==> config.mk <==
export PLATFORM = sky130hd
export DESIGN_NAME = edge_detect
export DESIGN_NICKNAME = d
export VERILOG_FILES = /design/src/rtl/edge_detect_pkg.sv /design/src/rtl/edge_detect_line_buffer.sv /design/src/rtl/edge_detect.sv
export SDC_FILE = /design/constraint.sdc
export NUM_CORES = 2
export LEC_CHECK = 0
export CAP_MARGIN = 0
export CORE_ASPECT_RATIO = 0.5
export CORE_MARGIN = 5
export CORE_UTILIZATION = 57
export DETAILED_ROUTE_END_ITERATION = 8
export PLACE_DENSITY = 0.73
export SYNTH_ARGS = -nofsm -noshare
export SYNTH_HDL_FRONTEND = slang
export SYNTH_SLANG_ARGS = --single-unit
==> constraint.sdc <==
create_clock -name Clk -period 6.15 [get_ports Clk]
set_clock_uncertainty 0.1 [all_clocks]
set_input_delay 1.845 -clock Clk [delete_from_list [all_inputs] [get_ports Clk]]
set_output_delay 1.845 -clock Clk [all_outputs]
set_load 0.005 [all_outputs]
==> src/rtl/edge_detect_pkg.sv <==
// Shared pixel constants, cycle classification and stage-1 payload for the edge detector.
package edge_detect_pkg;

  localparam int unsigned PIX_W         = 8;
  localparam int unsigned GRAD_W        = PIX_W + 1;
  localparam int unsigned MAX_WIDTH_DEF = 256;
  localparam logic [PIX_W-1:0] PIX_EDGE = 8'hFF;
  localparam logic [PIX_W-1:0] PIX_BG   = 8'h00;

  typedef enum logic [1:0] {
    CYC_PIX   = 2'd0,
    CYC_LINE  = 2'd1,
    CYC_FRAME = 2'd2
  } cyc_e;

  typedef struct packed {
    logic             valid;
    logic             frame;
    logic             line;
    logic             up_self;
    logic [PIX_W-1:0] p;
    logic [PIX_W-1:0] l;
    logic [PIX_W-1:0] thr;
  } s1_t;

  // Frame marker wins over a simultaneous line marker.
  function automatic cyc_e classify(input logic frame, input logic line);
    if (frame)     return CYC_FRAME;
    else if (line) return CYC_LINE;
    else           return CYC_PIX;
  endfunction

  function automatic logic [PIX_W-1:0] abs_diff(input logic [PIX_W-1:0] a,
                                                 input logic [PIX_W-1:0] b);
    return (a > b) ? (a - b) : (b - a);
  endfunction

endpackage

==> src/rtl/edge_detect_line_buffer.sv <==
// One-row pixel store: synchronous registered read, read-before-write on the same address.
module edge_detect_line_buffer
  import edge_detect_pkg::*;
#(
  parameter int unsigned DEPTH  = MAX_WIDTH_DEF,
  parameter int unsigned ADDR_W = $clog2(DEPTH)
) (
  input  logic              Clk,
  input  logic              nReset,
  input  logic              i_re,
  input  logic              i_we,
  input  logic [ADDR_W-1:0] i_addr,
  input  logic [PIX_W-1:0]  i_wdata,
  output logic [PIX_W-1:0]  o_rdata
);

  logic [PIX_W-1:0] r_mem [DEPTH];

  // Contents are left unreset; the first-row flag masks stale data.
  always_ff @(posedge Clk) begin
    if (i_we) r_mem[i_addr] <= i_wdata;
  end

  always_ff @(posedge Clk or negedge nReset) begin
    if (!nReset)   o_rdata <= '0;
    else if (i_re) o_rdata <= r_mem[i_addr];
  end

endmodule

==> src/rtl/edge_detect.sv <==
// Streaming gradient edge detector: |P-L| + |P-U| against a threshold, 2-cycle latency.
module edge_detect
  import edge_detect_pkg::*;
#(
  parameter int unsigned MAX_WIDTH = MAX_WIDTH_DEF,
  parameter int unsigned ADDR_W    = $clog2(MAX_WIDTH)
) (
  input  logic             Clk,
  input  logic             nReset,
  input  logic [PIX_W-1:0] PixelIn,
  input  logic             FrameIn,
  input  logic             LineIn,
  input  logic [PIX_W-1:0] Threshold,
  output logic [PIX_W-1:0] PixelOut,
  output logic             FrameOut,
  output logic             LineOut,
  output logic             LineTooLong
);

  localparam int unsigned XW = ADDR_W + 1;
  localparam logic [XW-1:0] X_MAX = XW'(MAX_WIDTH);

  cyc_e             w_cyc;
  logic             w_is_pix;
  logic             w_x_full;
  logic [PIX_W-1:0] w_left;
  logic [PIX_W-1:0] w_rd_data;
  logic [PIX_W-1:0] w_up;
  logic [GRAD_W-1:0] w_grad;
  s1_t              w_s1_next;

  logic [XW-1:0]    r_x;
  logic             r_first_row;
  logic [PIX_W-1:0] r_left;
  s1_t              r_s1;

  assign w_cyc    = classify(FrameIn, LineIn);
  assign w_is_pix = (w_cyc == CYC_PIX);
  assign w_x_full = (r_x == X_MAX);
  assign w_left   = (r_x == '0) ? PixelIn : r_left;

  edge_detect_line_buffer #(
    .DEPTH  (MAX_WIDTH),
    .ADDR_W (ADDR_W)
  ) u_line_buffer (
    .Clk     (Clk),
    .nReset  (nReset),
    .i_re    (w_is_pix),
    .i_we    (w_is_pix && !w_x_full),
    .i_addr  (r_x[ADDR_W-1:0]),
    .i_wdata (PixelIn),
    .o_rdata (w_rd_data)
  );

  // Column counter, row flag, left-pixel register and overflow flag.
  always_ff @(posedge Clk or negedge nReset) begin
    if (!nReset) begin
      r_x         <= '0;
      r_first_row <= 1'b1;
      r_left      <= '0;
      LineTooLong <= 1'b0;
    end else begin
      unique case (w_cyc)
        CYC_FRAME: begin
          r_x         <= '0;
          r_first_row <= 1'b1;
          LineTooLong <= 1'b0;
        end
        CYC_LINE: begin
          r_x         <= '0;
          r_first_row <= 1'b0;
        end
        default: begin
          r_left <= PixelIn;
          if (w_x_full) LineTooLong <= 1'b1;
          else          r_x         <= r_x + XW'(1);
        end
      endcase
    end
  end

  // Up neighbour is the pixel itself on the first row or past the buffered width.
  always_comb begin
    w_s1_next         = '0;
    w_s1_next.valid   = w_is_pix;
    w_s1_next.frame   = (w_cyc == CYC_FRAME);
    w_s1_next.line    = (w_cyc == CYC_LINE);
    w_s1_next.up_self = r_first_row || w_x_full;
    w_s1_next.p       = PixelIn;
    w_s1_next.l       = w_left;
    w_s1_next.thr     = Threshold;
  end

  always_ff @(posedge Clk or negedge nReset) begin
    if (!nReset) r_s1 <= '0;
    else         r_s1 <= w_s1_next;
  end

  assign w_up   = r_s1.up_self ? r_s1.p : w_rd_data;
  assign w_grad = GRAD_W'(abs_diff(r_s1.p, r_s1.l)) + GRAD_W'(abs_diff(r_s1.p, w_up));

  always_ff @(posedge Clk or negedge nReset) begin
    if (!nReset) begin
      PixelOut <= PIX_BG;
      FrameOut <= 1'b0;
      LineOut  <= 1'b0;
    end else begin
      PixelOut <= (r_s1.valid && (w_grad > GRAD_W'(r_s1.thr))) ? PIX_EDGE : PIX_BG;
      FrameOut <= r_s1.frame;
      LineOut  <= r_s1.line;
    end
  end

endmodule

==> metrics.yaml <==
floorplanning:
  die-height_um: 280
  die-width_um: 550
  placement_rows: 99
  io_pins: 31
  core_um2: 145000
  die-area_um2: 154000
  initial_utilization_pct: 57.2
route:
  drc_errors: 0
  via_per_inst: 6.69
  wirelength_um: 208000
  wl_per_cell_um: 32.2
  drt_pre_antenna_iters: 7
  first_iter_violations: 6754
  vias: 43300
  ant_nets: 0
clock_tree:
  clockBufferDepth: 3
  cts_setup_buffers: 0
  clock_latency_ns: 0.81
  htreeDepth: 4
  cts_tree: "built"
  cts_resized: 0
  cts_buffers: 176
  cts-hold-fix-buffers: 0
  cts.sinks: 2106
  cts-root-buf: "clkbuf_16"
  path_clk_slew_ns: 0.07
final_layout:
  fin_cells: 6468
  syn2layout_area_growth_pct: 11.1
  final_cell_mix: "2,048 x edfxtp_1, 457 x mux4_2, 295 x nor2_1"
  stdcell_area_um2: 92400
  register_area_um2: 63000
  multiInputGateArea_um2: 18700
  final_layout_size_suffix_gt1_share_pct: 22.2
  final_common_cell: "edfxtp_1"
  nNetsFinal: 4420
  nFillCells: 9529
global_route:
  use_met3_pct: 8.61
  grt_max_degree: 135
  met2_usage_pct: 39.7
  grt_pass1_vias: 42100
  grtUsageTotal_pct: 27.1
  grt_antenna_before_repair: 12
  busiest_layer: "met1"
  met1_usage_pct: 39.8
  gr-total-overflow: 0
  grt_pass1_wl_um: 301000
worst_setup_path:
  end_kind: "flip-flop"
  cp-start-kind: "flip-flop"
  crit_arrival_ns: 5.52
  critPathMaxFanout: 8
  critical_path_class: "flip-flop to flip-flop"
  required_ns: 6.74
synth:
  synth_compound_area_share_pct: 2.92
  yosys.area_share.xor_xnor_pct: 0.242
  ys.warnings.count: 0
  synthFlopType: "edfxtp_1"
  synth.distinct_cells: 58
  ys_ff_latch: 2106
  yosysTopAreaCell: "edfxtp_1"
  yosysSeqAreaShare_pct: 75.7
  synth.area.mux_share_pct: 15.3
  synth_top_family_by_area: "multiplexers"
  synth.area.top_cells: "edfxtp_1 74%, mux4_2 12%, mux2i_1 2.5%, dfrtp_1 1.7%, nor2_1 1.4%"
  synth.top_cell.area_share_pct: 74.0
  yosys.area_share.simple_pct: 3.21
  syn_nets: 4219
  postSynthCellCount: 4144
  syn_area_per_cell_um2: 20.1
  synthArstFlopShare_pct: 2.75
  syn-cell-area_um2: 83100
  synth_edf_count: 2048
  synthAdderAreaFrac_pct: 0.873
timing:
  post-route-period-util_pct: 80.3
  fmax_mhz: 203
  setup_tns_ns: 0
  tightestPinTransition_ns: 1.56
  rsz0062_at_grt: "false"
  hold_ws_ns: 0.256
  slew-limit-headroom_pct: -4.66
  hold_viol: 0
  setup_viol: 0
  slew_violations: 3
  layout_min_cycle_time_ns: 4.94
pwr:
  power_density_nw_per_um2: 312
  vdd_drop_max_uv: 213
  leakage_nw: 28.7
outcome:
  violations: "capacitance limit, slew limit"
  run_status: "complete, but fails checks"
min_path:
  hold_class: "flip-flop to flip-flop"
job:
  cap_violations: 2
placed_design:
  dp_hpwl_um: 127000
  place.gp.congestion: 0.968
  portBuffers: 30
  dp_cells: 6136
  postPlaceCellArea_um2: 86600
-- critical path, stage by stage (launching register included) --
cell and delay, ns:
dfrtp_1 0.59, mux2i_1 0.17, inv_1 0.08, ha_1 0.14, inv_1 0.06, fa_1 0.42
a21oi_1 0.15, o21bai_1 0.10, a31oi_1 0.28, a21oi_1 0.12, buf_4 0.19, mux2_2 0.29
ha_1 0.29, a21o_1 0.17, a21oi_1 0.22, o21ai_0 0.11, a21oi_1 0.22, o21ai_0 0.10
a21oi_1 0.18, xnor2_1 0.15, ha_1 0.28, nand2_1 0.08, a21oi_1 0.04, a211oi_1 0.18
o22ai_1 0.10
-- cell usage after synthesis, drive strengths merged (4+ instances only) --
cell type and instances:
edfxtp 2048, mux4 457, nor2 299, mux2i 205, nand2 157, buf 127, clkbuf 105, o22ai 76
a22oi 65, nand3 62, inv 60, dfrtp 57, o21ai 53, ha 50, a21oi 35, mux2 30
nor3 29, a31oi 19, nand4 17, xnor2 13, a211oi 12, a221oi 12, and3 12, a22o 11
or3 10, xor2 10, a21o 9, nor4 9, a221o 8, o221ai 8, a32o 7, nor2b 7
nor4bb 7, o2111ai 7, o311ai 7, o32ai 7, and2 5, fa 5, nand2b 5, o21bai 5
o21a 4
-- routing by layer --
layer	up-vias	wire (um)	part of all wire, %
li1	17400	-	-
met1	22400	81500	39
met2	3042	92800	45
met3	408	27500	13
met4	10	6190	3.0
met5	-	69	0.033
-- power by group --
part	total [W]	switching (W)	leakage (nW)	internal [W]
logic	0.00167	0.00100	6.81	0.000668
clock network	0.0113	0.00508	2.82	0.00626
registers	0.0158	0.0000560	19.1	0.0158
-- metrics by stage --
| step | setup slack [ns] | total power (W) | utilization (%) |
|---|---|---|---|
| floorplan | 1.29 | 0.0171 | - |
| global placement | 0.758 | 0.0178 | 59.6 |
| detailed placement | 0.603 | 0.0178 | 59.6 |
| CTS | 1.25 | 0.0289 | 63.6 |
| global route | 0.718 | 0.0297 | 63.6 |
| finish | 1.21 | 0.0288 | 63.6 |
-- kinds of logic after synthesis --
kind of cell / Yosys count
AOI/OAI and AO/OA: 352
adders and majority gates: 55
DFF: 2106
xor gates and xnor gates: 23
and+or+nand+nor: 623
buffers and inverters: 293
muxes: 692
-- area by class of cell --
type,count,area share (%)
Multi-Input combinational cell,1745,20.3
Clock inverter,107,1.22
Inverter,61,0.248
Antenna cell,10,0.0271
Clock buffer,215,5.05
Tap cell,1969,2.67
Sequential cell,2106,68.1
Timing Repair Buffer,255,2.36
-- state kept, by name, summed over array words and instances, names as in the netlist --
| register | count |
|---|---|
| FrameOut | 1 |
| LineOut | 1 |
| LineTooLong | 1 |
| PixelOut | 1 |
| r_first_row | 1 |
| r_left | 8 |
| r_s1 | 28 |
| r_x | 9 |
| u_line_buffer.o_rdata | 8 |
| u_line_buffer.r_mem | 2048 |
-- final timing paths --
check / start / endpoint / slack [ns] / depth (start not counted)
max: r_s1[24] / PixelOut[6] / 1.21 / 24
min: r_s1[25] / LineOut / 0.26 / 0
max reg2reg: r_s1[24] / PixelOut[6] / 1.21 / 24
min reg2reg: r_s1[25] / LineOut / 0.26 / 0
max in group asynchronous: nReset / r_x[2] / 4.18 / 2
min in group asynchronous: nReset / FrameOut / 1.13 / 2
Power figures use the tool's default switching activity.
